==> config.mk <==
export PLATFORM = sky130hd
export DESIGN_NAME = io_port_arbiter_flat
export DESIGN_NICKNAME = d
export VERILOG_FILES = /design/src/rtl/io_port_arbiter_if.sv /design/src/rtl/io_port_arbiter.sv /design/src/flat_wrapper.sv
export SDC_FILE = /design/constraint.sdc
export NUM_CORES = 1
export LEC_CHECK = 0
export BUFFER_PORTS_ARGS = -buffer_cell sky130_fd_sc_hd__buf_2
export CORE_MARGIN = 3
export CORE_UTILIZATION = 24
export CTS_BUF_LIST = sky130_fd_sc_hd__clkbuf_4
export CTS_CLUSTER_SIZE = 8
export DETAILED_ROUTE_END_ITERATION = 8
export HOLD_SLACK_MARGIN = 0.08
export MAX_ROUTING_LAYER = met4
export PLACE_DENSITY = 0.56
export SYNTH_ARGS = -nofsm -noshare
export SYNTH_HDL_FRONTEND = slang
export SYNTH_SLANG_ARGS = --single-unit
==> constraint.sdc <==
create_clock -name clk -period 3.4 [get_ports clk]
set_input_delay 0.34 -clock clk [delete_from_list [all_inputs] [get_ports clk]]
set_output_delay 0.34 -clock clk [all_outputs]
set_load 0.01 [all_outputs]
==> src/rtl/io_port_arbiter_if.sv <==
// Requester-side bus of the I/O port arbiter: per-requester request/command
// lanes plus the shared grant, ack and read-data returns.
interface io_port_arbiter_if #(
  parameter int unsigned NREQ   = 2,
  parameter int unsigned DATA_W = 8,
  parameter int unsigned ADDR_W = 4
);
  logic [NREQ-1:0]        req;
  logic [NREQ-1:0]        we;
  logic [NREQ*ADDR_W-1:0] addr;
  logic [NREQ*DATA_W-1:0] wdata;
  logic [NREQ-1:0]        gnt;
  logic [NREQ-1:0]        ack;
  logic [DATA_W-1:0]      rdata;

  modport master (
    output req, we, addr, wdata,
    input  gnt, ack, rdata
  );

  modport slave (
    input  req, we, addr, wdata,
    output gnt, ack, rdata
  );
endinterface

==> src/rtl/io_port_arbiter.sv <==
// Round-robin arbiter that shares the I/O port bank between NREQ masters,
// owns the output-port registers and raises halt from port 15 bit 0.
module io_port_arbiter #(
  parameter int unsigned NREQ     = 2,
  parameter int unsigned DATA_W   = 8,
  parameter int unsigned NPORT    = 16,
  parameter int unsigned WAIT_CYC = 1
) (
  input  logic                    clk,
  input  logic                    reset,
  io_port_arbiter_if.slave        bus,
  input  logic [NPORT*DATA_W-1:0] port_in_data,
  output logic [NPORT*DATA_W-1:0] port_out_data,
  output logic                    halt
);

  localparam int unsigned ADDR_W = (NPORT > 1) ? $clog2(NPORT) : 1;
  localparam int unsigned IDX_W  = (NREQ > 1) ? $clog2(NREQ) : 1;
  localparam int unsigned CNT_W  = 4;

  typedef enum logic [1:0] {
    IDLE   = 2'd0,
    ACCESS = 2'd1,
    DONE   = 2'd2
  } state_t;

  state_t              state_q, state_d;
  logic [IDX_W-1:0]    rr_q, rr_d;
  logic [IDX_W-1:0]    own_q, own_d;
  logic                we_q, we_d;
  logic [ADDR_W-1:0]   addr_q, addr_d;
  logic [DATA_W-1:0]   wdata_q, wdata_d;
  logic [DATA_W-1:0]   rdata_q, rdata_d;
  logic [CNT_W-1:0]    cnt_q, cnt_d;
  logic [NREQ-1:0]     gnt_q, gnt_d;
  logic [NREQ-1:0]     ack_q, ack_d;
  logic [DATA_W-1:0]   port_q [NPORT];
  logic [DATA_W-1:0]   port_d [NPORT];

  logic                found_c;
  logic [IDX_W-1:0]    sel_c;
  int unsigned         rr_idx;

  // First requesting master at or after the round-robin pointer, with wrap.
  always_comb begin
    found_c = 1'b0;
    sel_c   = rr_q;
    rr_idx  = 0;
    for (int unsigned k = 0; k < NREQ; k++) begin
      rr_idx = 32'(rr_q) + k;
      if (rr_idx >= NREQ) rr_idx = rr_idx - NREQ;
      if (!found_c && bus.req[IDX_W'(rr_idx)]) begin
        found_c = 1'b1;
        sel_c   = IDX_W'(rr_idx);
      end
    end
  end

  // Next-state and register-update logic for the IDLE/ACCESS/DONE sequence.
  always_comb begin
    state_d = state_q;
    rr_d    = rr_q;
    own_d   = own_q;
    we_d    = we_q;
    addr_d  = addr_q;
    wdata_d = wdata_q;
    rdata_d = rdata_q;
    cnt_d   = cnt_q;
    gnt_d   = gnt_q;
    ack_d   = '0;
    port_d  = port_q;

    unique case (state_q)
      IDLE: begin
        if (found_c) begin
          own_d   = sel_c;
          we_d    = bus.we[sel_c];
          addr_d  = bus.addr[32'(sel_c)*ADDR_W +: ADDR_W];
          wdata_d = bus.wdata[32'(sel_c)*DATA_W +: DATA_W];
          cnt_d   = CNT_W'(WAIT_CYC);
          gnt_d   = NREQ'(1) << sel_c;
          state_d = ACCESS;
        end
      end
      ACCESS: begin
        if (cnt_q != '0) begin
          cnt_d = cnt_q - CNT_W'(1);
        end else begin
          if (we_q) port_d[addr_q] = wdata_q;
          else      rdata_d = port_in_data[32'(addr_q)*DATA_W +: DATA_W];
          ack_d   = NREQ'(1) << own_q;
          state_d = DONE;
        end
      end
      DONE: begin
        gnt_d   = '0;
        rr_d    = (32'(own_q) == NREQ - 1) ? IDX_W'(0) : own_q + IDX_W'(1);
        state_d = IDLE;
      end
      default: begin
        gnt_d   = '0;
        state_d = IDLE;
      end
    endcase
  end

  // State and datapath registers; reset abandons any transaction in flight.
  always_ff @(posedge clk or negedge reset) begin
    if (!reset) begin
      state_q <= IDLE;
      rr_q    <= '0;
      own_q   <= '0;
      we_q    <= 1'b0;
      addr_q  <= '0;
      wdata_q <= '0;
      rdata_q <= '0;
      cnt_q   <= '0;
      gnt_q   <= '0;
      ack_q   <= '0;
      for (int unsigned p = 0; p < NPORT; p++) port_q[p] <= '0;
    end else begin
      state_q <= state_d;
      rr_q    <= rr_d;
      own_q   <= own_d;
      we_q    <= we_d;
      addr_q  <= addr_d;
      wdata_q <= wdata_d;
      rdata_q <= rdata_d;
      cnt_q   <= cnt_d;
      gnt_q   <= gnt_d;
      ack_q   <= ack_d;
      for (int unsigned p = 0; p < NPORT; p++) port_q[p] <= port_d[p];
    end
  end

  // Flatten the output-port registers onto the port bus.
  always_comb begin
    port_out_data = '0;
    for (int unsigned p = 0; p < NPORT; p++) begin
      port_out_data[p*DATA_W +: DATA_W] = port_q[p];
    end
  end

  assign bus.gnt   = gnt_q;
  assign bus.ack   = ack_q;
  assign bus.rdata = rdata_q;
  assign halt      = port_q[NPORT-1][0];

endmodule
==> src/flat_wrapper.sv <==
// flat-port wrapper written by rule: the top's interface ports become plain ports
module io_port_arbiter_flat 
#(
  parameter int unsigned NREQ     = 2,
  parameter int unsigned DATA_W   = 8,
  parameter int unsigned NPORT    = 16,
  parameter int unsigned WAIT_CYC = 1
)
  (clk, reset, port_in_data, port_out_data, halt, bus_req, bus_we, bus_addr, bus_wdata, bus_gnt, bus_ack, bus_rdata);
  io_port_arbiter_if #(.NREQ(NREQ), .DATA_W(DATA_W)) bus_i ();
  input  logic clk;
  input  logic reset;
  input  logic [NPORT*DATA_W-1:0] port_in_data;
  output logic [NPORT*DATA_W-1:0] port_out_data;
  output logic halt;
  input wire logic [$bits(bus_i.req)-1:0] bus_req;
  input wire logic [$bits(bus_i.we)-1:0] bus_we;
  input wire logic [$bits(bus_i.addr)-1:0] bus_addr;
  input wire logic [$bits(bus_i.wdata)-1:0] bus_wdata;
  output wire logic [$bits(bus_i.gnt)-1:0] bus_gnt;
  output wire logic [$bits(bus_i.ack)-1:0] bus_ack;
  output wire logic [$bits(bus_i.rdata)-1:0] bus_rdata;
  assign bus_i.req = bus_req;
  assign bus_i.we = bus_we;
  assign bus_i.addr = bus_addr;
  assign bus_i.wdata = bus_wdata;
  assign bus_gnt = bus_i.gnt;
  assign bus_ack = bus_i.ack;
  assign bus_rdata = bus_i.rdata;
  io_port_arbiter #(.NREQ(NREQ), .DATA_W(DATA_W), .NPORT(NPORT), .WAIT_CYC(WAIT_CYC)) u_core (.clk(clk), .reset(reset), .bus(bus_i), .port_in_data(port_in_data), .port_out_data(port_out_data), .halt(halt));
endmodule
# [Word level (Yosys, flattened, before mapping)]
# Cells that the tools add are included.
# Widths: inputs -> output; s select.
[op_classes] n_addsub=5 order_cmp=7 n_eq_ne=5 shift=5 n_mux=26 bitwise=4 reduce_logical=12
[op_table] op="$bwmux 128" n=1
[op_table] op="$shiftx 128x8->8" n=1
[op_table] op="$demux 8 s4" n=1
[op_table] op="$shiftx 16x5->8" n=1
[op_table] op="$mux 1" n=13
[op_table] op="$mux 2" n=5
[op_table] op="$reduce_and 3->1" n=3
[op_table] op="$mux 4" n=2
[op_table] op="$mux 8" n=1
[op_table] op="$pmux 2 s2" n=2
[op_table] op="$pmux 4 s2" n=1
[op_table] op="$shiftx 8x4->4" n=1
[op_table] op="$lt 1x2->1 const B" n=3
[op_table] op="$reduce_and 2->1" n=3
[op_table] op="$ge 5x5->1 const B" n=1
[op_table] op="$lt 5x1->1 const B" n=1
[op_table] op="$not 4->5" n=1
[op_table] op="$ne 2x1->1 const B" n=2
[op_table] op="$reduce_bool 4->1" n=1
[op_table] op="$shl 1x1->2 const A" n=2
[op_table] op="$sub 4x1->4 const B" n=1
[op_table] op="$not 1->1" n=3
[op_table] op="$add 1x1->2 const B" n=1
[op_table] op="$eq 2x1->1 const B" n=1
[op_table] op="10 further kinds" n=12
[word_totals] regBits=161 inputBits=158 out_inout_bits=141 word_cells=90

# [Depth between registers and ports, before layout]
[depth] depth_word=11 depth_mapped=8 ltp_nobuf=6

# [Worst setup path before layout]
# No wires, ideal clock.
[synth_path] kind="register to register" start="register u_core.cnt_q[0]" end="register u_core.rdata_q[1], in the netlist u_core.bus.rdata[1]" setup_time_ns=0.124 arrival_ns=2.073 required_ns=3.276 slack_ns=1.203 path_stages_with_launch=9 path_buffers=2 period_less_slack_ns=2.197 path_cell_list="dfrtp_1 inv_1 ha_1 or3b_1 buf_2 or3_1 buf_2 mux2_4 a211o_1"
[synth_between] elab_chain_len=3
[synth_lines] item="from (decl)" line_no="io_port_arbiter.sv:34" text="logic [CNT_W-1:0] cnt_q, cnt_d;"
[synth_lines] item="from (signal assigned)" line_no="io_port_arbiter.sv:129" text="cnt_q <= cnt_d;"
[synth_lines] item="$reduce_bool 4->1" line_no="io_port_arbiter.sv:86" text="if (cnt_q != '0) begin"
[synth_lines] item="$not 1->1 (no line)"
[synth_lines] item="$reduce_and 3->1 (no line)"
[synth_lines] item="to (signal assigned)" line_no="io_port_arbiter.sv:128" text="rdata_q <= rdata_d;"
[synth_lines] item="to (decl)" line_no="io_port_arbiter.sv:33" text="logic [DATA_W-1:0] rdata_q, rdata_d;"
# No other way between the ends.
# A chain may end at the register's enable or synchronous reset.

# [Worst setup path after layout]
[layout_path] start="register u_core.cnt_q[0]" end="register u_core.port_q (netlist bit u_core.port_out_data[0])"
[layout_between] elab_chain_len=3
[layout_lines] item="$reduce_bool 4->1" line_no="io_port_arbiter.sv:86"
[layout_lines] item="$not 1->1 (no line)"
[layout_lines] item="$reduce_and 3->1 (no line)"
[layout_lines] item="to (decl)" line_no="io_port_arbiter.sv:37" text="logic [DATA_W-1:0] port_q [NPORT];"
# No other way between the ends.

==> flow_metrics.py <==
metrics = {
    "worst_setup_path": {
        "cp_cell_sequence": "inv_1 > ha_1 > nor3b_2 > nand4_1 > nor3_2 > mux2_2",
        "required_ns": 3.83,
        "timing.critical_path.fanout_max": 8,
        "cp_slowest_stage_delay_ns": 0.62,
        "slowest_stage": "nor3_2",
        "startpoint_type": "register",
        "path_delay_family": "simple AND/OR/NAND/NOR gates",
        "worstPathArrival_ns": 2.89,
        "cp_num_buf_inv": 1,
        "worstSetupPathType": "reg -> reg",
        "cp-end-kind": "register",
    },
    "detailed_routing": {
        "drtPass1Iterations": 4,
        "drt-initial-drc-count": 208,
        "viasPerCell": 4.48,
        "remaining_drc_errors": 0,
        "routed-via-count": 5470,
        "routed_wl_microns": 24000,
        "antenna_left": 0,
        "routedWlPerCell_microns": 19.6,
    },
    "die": {
        "ios": 299,
        "start_util_pct": 24.6,
        "die_w_microns": 181,
        "dieArea_sq_um": 32800,
        "dieHeight_microns": 181,
        "core_area_sq_um": 30000,
        "rows": 63,
    },
    "place": {
        "place_congestion": 0.817,
        "hpwl_microns": 18000,
        "place_inst": 1178,
        "port_buffers": 298,
    },
    "synth": {
        "ys.warnings.count": 0,
        "syn_avg_cell_area_sq_um": 14.3,
        "async_flop_share_pct": 100,
        "synth_area_leaders": "dfrtp_1 (55%), mux2_2 (20%), mux4_2 (9.2%), mux2i_1 (3.1%), nand2_1 (1.4%)",
        "yosysSeqAreaShare_pct": 54.8,
        "ys_ff_latch": 161,
        "synth_largest_area_cell": "dfrtp_1",
        "synth_cell_types": 42,
        "syn-cell-area_sq_um": 7360,
        "syn_inst": 515,
        "synth_fp_nets": 675,
        "netlist.area_leader.share_pct": 54.8,
        "synth_ff_type": "dfrtp_1",
        "synth_edf_count": 0,
    },
    "global_route": {
        "antenna_found_initial": 1,
        "grt_usage_pct": 14.8,
        "grt_pass1_vias": 5760,
        "grt_max_degree": 61,
        "grt_pass1_wl_microns": 36000,
        "grt_remaining_overflow": 0,
    },
    "pwr": {
        "p_sw_mw": 2.70,
        "seq_power_share_pct": 47.9,
        "p_int_mw": 4.14,
        "pwr-share-comb_pct": 37.9,
        "sw_frac_of_total_pct": 39.4,
        "power.leakage_nw": 5.06,
        "powerDensity_nw_per_um2": 710,
        "ir_worst_vdd_uv": 322,
        "pwr-share-clk_pct": 14.2,
    },
    "cts": {
        "h-tree-depth": 4,
        "tritoncts": "done",
        "clockBufferDepth": 2,
        "clk_pin_slew_ns": 0.14,
        "cts_root_buffer": "clkbuf_4",
        "clock_latency_ns": 0.53,
        "numCtsBuffers": 17,
        "cts.sink_count": 161,
        "cts_resized": 0,
    },
    "timing": {
        "hold_viol": 0,
        "fin_crit_sh_pct": 72.2,
        "skew_ns": 0.0296,
        "period_minus_slack_ns": 2.46,
        "max_freq_mhz": 407,
        "maxSlewHeadroom_pct": 36.4,
        "setup_viol": 0,
        "finalSetupTns_ns": 0,
        "worstMarginPinSlew_ns": 0.955,
        "rsz0062_at_grt": "no",
        "slew_violations": 0,
    },
    "run_status": {
        "outcome": "complete, no violations",
    },
    "cells_and_area": {
        "postLayoutCoreUtil_pct": 32.1,
        "final_common_cell": "buf_2",
        "multi_input_area_sq_um": 3180,
        "area_growth_pct": 30.9,
        "final_cell_mix": "buf_2 (297), dfrtp_1 (159), mux2_2 (132)",
        "seq_area_sq_um": 4030,
        "fin_nets": 980,
        "nFillCells": 3077,
        "fin_cells": 1222,
        "drive_above_1_share_pct": 62.0,
    },
    "worst_hold_path": {
        "hp-class": "in -> reg",
    },
    "run": {
        "max_cap_viol_count": 0,
    },
}
power by group through the flow:
stage	sequential, mW	combinational (mW)	clock [mW]
floorplan	3.07	1.66	0
global placement	3.33	2.59	0
detailed placement	3.34	2.62	0
CTS	3.30	2.66	1.04
global route	3.40	2.84	1.12
finish	3.28	2.59	0.971
kinds of logic (layout without fill, tap and decap cells):
family	after synthesis	after routing	share of synthesized area, %
adders and majority gates	2	2	0.340
DFF	161	161	54.8
other	0	1	0
buffers and inverters	37	353	2.14
muxes	187	187	32.9
xor gates and xnor gates	2	2	0.238
AOI/OAI and AO/OA	32	32	2.77
and+or+nand+nor	94	94	6.84
worst paths after layout:
| path | startpoint | to | slack [ns] | cells after the start |
|---|---|---|---|---|
| setup / recovery | u_core.cnt_q[0] | u_core.port_out_data[0] | 0.94 | 6 |
| hold / removal | bus_wdata[0] | u_core.wdata_q[0] | 0.14 | 3 |
| setup reg to reg | u_core.cnt_q[0] | u_core.port_out_data[0] | 0.94 | 6 |
| hold reg to reg | u_core.bus.rdata[3] | u_core.bus.rdata[3] | 0.50 | 2 |
| max in group asynchronous | reset | u_core.port_out_data[66] | 2.33 | 3 |
| min in group asynchronous | reset | u_core.port_out_data[33] | 0.33 | 2 |
cell usage after synthesis (all sizes together) (3+ instances only):
master and n:
a21oi 5, and3 3, buf 14, clkbuf 20, dfrtp 161, inv 3, mux2 134, mux2i 23
mux4 30, nand2 28, nand2b 7, nand4 4, nor2 22, nor2b 5, nor3 8, nor3b 4
o211ai 3, o21ai 13, o221ai 3, or2 3, or3 3
state kept, by name, summed over array words and instances (netlist names):
signal,count
u_core.bus.rdata,8
u_core.bus.ack,2
u_core.bus.gnt,2
u_core.port_out_data,127
u_core.cnt_q,4
u_core.halt,1
u_core.rr_q,1
u_core.own_q,1
u_core.addr_q,4
u_core.state_q,2
u_core.we_q,1
u_core.wdata_q,8
per-layer routing:
layer	global-route usage, %	wire length (microns)	vias to the layer above
met5	-	0	-
li1	-	-	2499
met4	2.29	208	0
met2	23.4	11500	142
met3	4.75	1470	11
met1	19.0	10800	2818
layout make-up:
type | count | area share [%]
flip-flops and latches | 161 | 41.9
multi-input cells | 317 | 33.0
repair buffers | 320 | 17.7
well taps | 390 | 5.07
clock buffers | 20 | 1.56
clock inverters | 10 | 0.650
inverters | 3 | 0.117
diodes | 1 | 0.0260
what timing repair did:
| action | 4_1_cts | 5_1_grt |
|---|---|---|
| setup buffers | 0 | 0 |
| hold endpoints to repair | 58 | 0 |
| hold buffers | 13 | 0 |
metrics by stage:
| stage | hold WS [ns] | worst slack, ns | area, sq um | power, mW |
|---|---|---|---|---|
| 2_1_floorplan | 0.0444 | 1.20 | 7360 | 4.73 |
| 3_3_place_gp | 0.341 | 0.964 | 9280 | 5.91 |
| 3_5_place_dp | 0.338 | 0.879 | 9280 | 5.96 |
| 4_1_cts | 0.0834 | 0.884 | 9630 | 7.00 |
| 5_1_grt | 0.0826 | 0.704 | 9630 | 7.35 |
| 6_report | 0.138 | 0.944 | 9630 | 6.84 |
worst reg2reg max path, delay by kind of cell, from the launching register on:
kind | cells | cell delay, ns
AND/OR/NAND/NOR | 3 | 1.30
flip-flops | 1 | 0.39
buffers and inverters | 1 | 0.11
multiplexers | 1 | 0.41
adder cells (fa/ha/maj) | 1 | 0.17
(Power assumes the default switching activity.)
